File: src/rtl/event_timestamp_fifo.sv
// event_timestamp_fifo
//   Timestamps rising edges of an asynchronous event input with
//   {secondsSinceBoot, microsecondsSinceBoot} and queues them in a small
//   first-word-fall-through FIFO drained by the CPU. A sticky overflow flag
//   records events dropped while the FIFO was full.
//   Optional feature macro: EVENT_DEGLITCH_EN (qualify an event by holding
//   the synchronized input high for DEGLITCH_CYCLES cycles before writing).
module event_timestamp_fifo #(
  parameter int DEPTH_LOG2      = 2,
  parameter int DEGLITCH_CYCLES = 4
) (
  input  logic                  clk,
  input  logic                  rst_n,
  input  logic [31:0]           microsecondsSinceBoot,
  input  logic [31:0]           secondsSinceBoot,
  input  logic                  eventIn,
  input  logic                  rdStrobe,
  input  logic                  clearOverflow,
  output logic                  tsValid,
  output logic [31:0]           tsSeconds,
  output logic [31:0]           tsMicroseconds,
  output logic [DEPTH_LOG2:0]   count,
  output logic                  overflow
);

  localparam int DEPTH = 1 << DEPTH_LOG2;
  localparam logic [DEPTH_LOG2:0]   FULL_CNT = {1'b1, {DEPTH_LOG2{1'b0}}};
  localparam logic [DEPTH_LOG2:0]   CNT_ONE  = {{DEPTH_LOG2{1'b0}}, 1'b1};
  localparam logic [DEPTH_LOG2-1:0] PTR_ONE  = {{(DEPTH_LOG2-1){1'b0}}, 1'b1};

  typedef struct packed {
    logic [31:0] sec;
    logic [31:0] usec;
  } ts_t;

  if (DEGLITCH_CYCLES < 2 || DEGLITCH_CYCLES > 255) begin : g_bad_deglitch
    $error("DEGLITCH_CYCLES must be in 2..255");
  end

  // ---------------------------------------------------------------------
  // Input synchronizer, edge detect and arming
  // ---------------------------------------------------------------------
  logic       sync1_q, sync2_q, sync3_q;
  logic       armed_q;
  // vld_pipe_q[1] means sync2_q holds a real sample of eventIn rather than
  // its reset value; arming waits for that so an input held high across
  // reset release is not mistaken for a fresh rising edge.
  logic [1:0] vld_pipe_q;
  logic       evt_edge;
  ts_t        cur_ts;

  assign cur_ts   = '{sec: secondsSinceBoot, usec: microsecondsSinceBoot};
  assign evt_edge = sync2_q & ~sync3_q & armed_q;

  // Two-flop synchronizer plus edge-history flop; arm once a real low is seen
  always_ff @(posedge clk) begin
    if (!rst_n) begin
      sync1_q    <= 1'b0;
      sync2_q    <= 1'b0;
      sync3_q    <= 1'b0;
      armed_q    <= 1'b0;
      vld_pipe_q <= '0;
    end else begin
      sync1_q    <= eventIn;
      sync2_q    <= sync1_q;
      sync3_q    <= sync2_q;
      vld_pipe_q <= {vld_pipe_q[0], 1'b1};
      if (vld_pipe_q[1] && !sync2_q) armed_q <= 1'b1;
    end
  end

  // ---------------------------------------------------------------------
  // Capture: produces wr_req / wr_ts toward the FIFO
  // ---------------------------------------------------------------------
  logic wr_req;
  ts_t  wr_ts;

`ifdef EVENT_DEGLITCH_EN
  ts_t        pend_q;
  logic       pend_vld_q;
  logic [7:0] qual_q;

  // Write on the last qualifying cycle with the timestamp latched at the edge
  assign wr_req = pend_vld_q & sync2_q & ~evt_edge &
                  (qual_q == 8'(DEGLITCH_CYCLES - 1));
  assign wr_ts  = pend_q;

  // Pending timestamp and qualify counter; a new edge restarts qualification
  always_ff @(posedge clk) begin
    if (!rst_n) begin
      pend_q     <= '0;
      pend_vld_q <= 1'b0;
      qual_q     <= '0;
    end else if (evt_edge) begin
      pend_q     <= cur_ts;
      pend_vld_q <= 1'b1;
      qual_q     <= 8'd1;
    end else if (pend_vld_q) begin
      if (!sync2_q || qual_q == 8'(DEGLITCH_CYCLES - 1)) begin
        pend_vld_q <= 1'b0;
        qual_q     <= '0;
      end else begin
        qual_q     <= qual_q + 8'd1;
      end
    end
  end
`else
  // Every qualified edge is written at that same clock edge
  assign wr_req = evt_edge;
  assign wr_ts  = cur_ts;
`endif

  // ---------------------------------------------------------------------
  // FIFO
  // ---------------------------------------------------------------------
  ts_t [DEPTH-1:0]        mem_q;
  logic [DEPTH_LOG2-1:0]  wr_ptr_q, wr_ptr_d;
  logic [DEPTH_LOG2-1:0]  rd_ptr_q, rd_ptr_d;
  logic [DEPTH_LOG2:0]    count_q, count_d;
  logic                   overflow_q, overflow_d;
  logic                   empty, full, do_rd, do_wr, ovf_set;
  ts_t                    head;

  assign empty   = (count_q == '0);
  assign full    = (count_q == FULL_CNT);
  assign do_rd   = rdStrobe & ~empty;
  // A pop in the same cycle frees the slot, so a full FIFO still accepts
  assign do_wr   = wr_req & (~full | do_rd);
  assign ovf_set = wr_req & full & ~do_rd;

  // Next-state for pointers, occupancy and the sticky overflow flag
  always_comb begin
    wr_ptr_d   = wr_ptr_q;
    rd_ptr_d   = rd_ptr_q;
    count_d    = count_q;
    overflow_d = overflow_q;
    if (do_wr) wr_ptr_d = wr_ptr_q + PTR_ONE;
    if (do_rd) rd_ptr_d = rd_ptr_q + PTR_ONE;
    if (do_wr && !do_rd)      count_d = count_q + CNT_ONE;
    else if (do_rd && !do_wr) count_d = count_q - CNT_ONE;
    if (ovf_set)            overflow_d = 1'b1;
    else if (clearOverflow) overflow_d = 1'b0;
  end

  // Control state registers
  always_ff @(posedge clk) begin
    if (!rst_n) begin
      wr_ptr_q   <= '0;
      rd_ptr_q   <= '0;
      count_q    <= '0;
      overflow_q <= 1'b0;
    end else begin
      wr_ptr_q   <= wr_ptr_d;
      rd_ptr_q   <= rd_ptr_d;
      count_q    <= count_d;
      overflow_q <= overflow_d;
    end
  end

  // Storage; contents are don't-care after reset so no reset here
  always_ff @(posedge clk) begin
    if (do_wr) mem_q[wr_ptr_q] <= wr_ts;
  end

  assign head           = mem_q[rd_ptr_q];
  assign tsValid        = ~empty;
  assign tsSeconds      = empty ? 32'd0 : head.sec;
  assign tsMicroseconds = empty ? 32'd0 : head.usec;
  assign count          = count_q;
  assign overflow       = overflow_q;

endmodule

File: config.mk
export PLATFORM = sky130hd
export DESIGN_NAME = event_timestamp_fifo
export DESIGN_NICKNAME = d
export VERILOG_FILES = /design/src/rtl/event_timestamp_fifo.sv
export SDC_FILE = /design/constraint.sdc
export NUM_CORES = 1
export LEC_CHECK = 0
export CAP_MARGIN = 20
export CORE_MARGIN = 1
export CORE_UTILIZATION = 59
export CTS_CLUSTER_DIAMETER = 40
export DETAILED_ROUTE_END_ITERATION = 16
export GPL_ROUTABILITY_DRIVEN = 0
export MAX_ROUTING_LAYER = met4
export PLACE_DENSITY_LB_ADDON = 0.2
export SYNTH_ARGS = -nofsm -noshare
export SYNTH_HDL_FRONTEND = slang
export SYNTH_SLANG_ARGS = --single-unit
File: constraint.sdc
create_clock -name clk -period 6.5 [get_ports clk]
set_input_delay 1.95 -clock clk [delete_from_list [all_inputs] [get_ports clk]]
set_output_delay 1.95 -clock clk [all_outputs]
set_load 0.02 [all_outputs]
==> results by group <==
Synthesis
  – Biggest area consumer among synthesized cells: edfxtp_1
  – Netlist Area Pre-Place: a little over 0.01 mm^2
  – Number of enable-type register cells in the synthesized netlist: roughly 260
  – Most used flip-flop cell after synthesis: edfxtp_1
  – Leading post-synthesis cells by instance count: 256 x edfxtp_1, 72 x and2_1, 64 x mux4_2
  – Largest cells by area after synthesis: edfxtp_1 75%, mux4_2 14%, and2_1 4.4%
  – Portion of synthesized cell area occupied by the leading cell type: 74.61%
  – Warnings from Yosys: 0
  – Count leader, synth: edfxtp_1
  – Flop and latch count out of synthesis: 270
  – Synth Net Count: ~540
  – Synthesized instance count: between 400 and 500
  – Share of flip-flops with an asynchronous set or reset after synthesis: 0%
  – Share of synthesized area occupied by flip-flops and latches: around 77%
  – Unique cell type count in the Yosys netlist: 29
  – Post-synthesis average cell area: ~22 um^2

STA
  – Final hold violations: 0
  – Remaining max-slew budget at the tightest pin: 33.02%
  – Setup repair after global routing missed its margin: false
  – Total Negative Setup Slacks: 0 ps
  – Share of the cycle needed by the critical path after routing: 77.25%
  – Slew @ Worst Pin: approximately 1000 ps
  – Fmax: 0.1992 GHz
  – Fin crit period: around 5000 ps
  – Setup skew after layout: between 15 and 20 ps
  – Slew Limit Fails: 0
  – Worst hold-check slack: around 430 ps
  – Setup WS post-layout: between 1000 and 1500 ps
  – Final setup violating endpoints: 0

CTS
  – CTS sink count: 270
  – TritonCTS clock tree: done
  – Clock buffer count from CTS: 34
  – Number of H-tree branching levels: 2
  – Clock-pin slew on the worst setup and hold paths: ~50 ps
  – Clk_lat worst skew: 500 ps
  – Number of post-CTS setup repair buffers: 0
  – Clk Tree Root Cell: clkbuf_16
  – Maximum clock insertion buffer count: 3
  – # hold bufs at CTS: 0
  – CTS-repair resized insts: 0

Power
  – Peak ir drop on the vdd network: approximately 0.00043 V
  – Relative contribution of sequential cells to total power: 41.0%
  – Leak: a little over 0.004 uW
  – P_sw: around 1300 uW
  – Clock power share: 36.2%
  – Proportion of total power due to net switching: about a quarter
  – P_int: around 3600 uW
  – Combinational power share: a little under a quarter
  – Power density of the placed cells: between 300 and 400 mW/mm^2

Place
  – Count of input and output buffers: between 100 and 150
  – Post-DP HPWL: 9.835 mm
  – Pre-CTS setup slack: roughly 1900 ps

Floorplan
  – Overall die height: roughly 130 um
  – Number of standard-cell rows in the floorplan: between 40 and 50
  – Die Footprint: roughly 0.018 mm^2
  – Initial standard-cell utilization of the core: roughly 61%
  – Core region area: between 0.015 and 0.02 mm^2
  – Horizontal die dimension: 134.2 um
  – Number of top-level design ports: 138

GRT
  – Congestion Overflow GR: 0
  – Number of global-route vias before repair: around 5300
  – Global-route wire length before repair: about 29 mm
  – Maximum number of pins on one net before global-route repair: 66
  – Total global-route track usage: between 20% and 30%
  – Initial antenna violation count: 0

Route
  – Overall via count from detail_route: a little under 5000
  – Count of nets left with antenna violations after detail routing: 0
  – Final Routed Wirelength: about 19 mm
  – DRC violations left: 0
  – First-pass iteration count of the detailed router: 4
  – Violation count after the first detailed-routing iteration: 356
  – Average vias per placed instance: roughly 5.7
  – WL per Instance: around 21 um

Critical path
  – Worst setup SP type: flip-flop
  – Slowest-stage cell, CP: dfxtp_4
  – Largest incremental delay on the critical path: around 830 ps
  – Required time of the critical path: around 4600 ps
  – Category of the worst setup path capture point: output port
  – Sequence of cells on the critical path: buf_4 > mux4_2 > and2_1 > clkdlybuf4s50_1
  – Max Fanout on Critical Path: 37
  – Worst setup path class: reg2out
  – Arrival @ worst endpoint: 3070 ps
  – Number of cells on the worst reg-to-reg path: 8

Finish
  – Area growth from synthesis to layout: 25.61%
  – Area taken by multi-input logic gates: between 0.002 and 0.0025 mm^2
  – Final-layout fill cell count: slightly above 900
  – Post-layout net count: 695
  – Sequential cell area: 0.007975 mm^2
  – Number of diodes added for antenna fixing: 0
  – End-of-flow core utilization: about three quarters
  – Fraction of layout instances using a drive strength above 1: just under 20%

Hold path
  – Worst hold path cell count: 1
  – Worst min-delay path class: reg2reg

Status
  – Result of the run: complete, no violations

Job
  – Count of max-cap constraint violations: 0
-- power groups by stage --
| stage | registers (uW) | clock network (uW) | logic, uW |
|---|---|---|---|
| final | 1980 | 1750 | 1100 |
| after floorplan | 1970 | 0 | 625 |
| after global placement | 2020 | 0 | 1060 |
| after global routing | 1990 | 1850 | 1160 |
| after detailed placement | 2020 | 0 | 1080 |
| after CTS | 1990 | 1770 | 1080 |
-- cell usage in the layout, fill, tap and decap left out, types with 5 or more instances in the layout --
cell | Yosys | final
and2_1 | 72 | 72
clkbuf_16 | 0 | 35
clkinv_4 | 0 | 5
ha_1 | 5 | 5
dfxtp_1 | 14 | 12
clkinv_1 | 0 | 7
edfxtp_1 | 256 | 256
clkinv_2 | 0 | 5
clkdlybuf4s50_1 | 0 | 137
mux4_2 | 64 | 64
-- stage by stage --
stage	instance area, um^2	power [uW]	cells
2_1_floorplan	10300	2598	467
3_3_place_gp	11840	3078	803
3_5_place_dp	11840	3094	803
4_1_cts	12910	4842	864
5_1_grt	12940	4997	865
6_report	12940	4832	865
-- kinds of logic (layout without fill, tap and decap cells) --
logic type                 Yosys count  count (layout)  share of synthesized area (%)
DFF                                270             270                          77.33
AOI/OAI and AO/OA                    6               6                         0.4130
xor gates and xnor gates             4               4                         0.3401
adders and majority gates            6               6                         0.8015
muxes                               67              67                          14.28
and+or+nand+nor                     87              87                          5.367
buffers and inverters               27             205                          1.469
-- worst max-delay path, delay by kind of cell (launching register included) --
| kind | cells | cell delay, ps |
|---|---|---|
| AND/OR/NAND/NOR | 1 | 190 |
| flip-flops | 1 | 830 |
| multiplexers | 1 | 540 |
| buffers and inverters | 2 | 1010 |
-- sequential cells by signal, indices dropped and copies added, names as in the netlist --
register and cells:
armed_q 1, count 3, mem_q 256, overflow 1, rd_ptr_q 2, sync1_q 1, sync2_q 1, sync3_q 1
vld_pipe_q 2, wr_ptr_q 2
-- layer usage --
layer	wire length, um	global-route usage (%)	vias up
li1	-	-	2195
met1	7643	28.79	2524
met2	9592	36.90	166
met3	1010	4.271	31
met4	329	7.615	0
met5	0	-	-
-- final timing paths --
kind | from | endpoint | slack, ps
setup / recovery | rd_ptr_q[0]$_SDFFE_PN0P_ | tsMicroseconds[20] | 1480
setup reg to reg | count[0]$_SDFFE_PN0P_ | count[2]$_SDFFE_PN0P_ | 4110
hold reg to reg | sync1_q$_SDFF_PN0_ | sync2_q$_SDFF_PN0_ | 430
hold / removal | sync1_q$_SDFF_PN0_ | sync2_q$_SDFF_PN0_ | 430
-- final cells by class --
type	instances	share of cell area (%)
inverters	4	0.1160
clock buffers	38	6.854
repair buffers	140	10.92
flip-flops and latches	270	61.62
well taps	220	2.127
clock inverters	23	1.440
multi-input cells	170	16.92
Note: power is estimated with default switching activity, not from simulation.
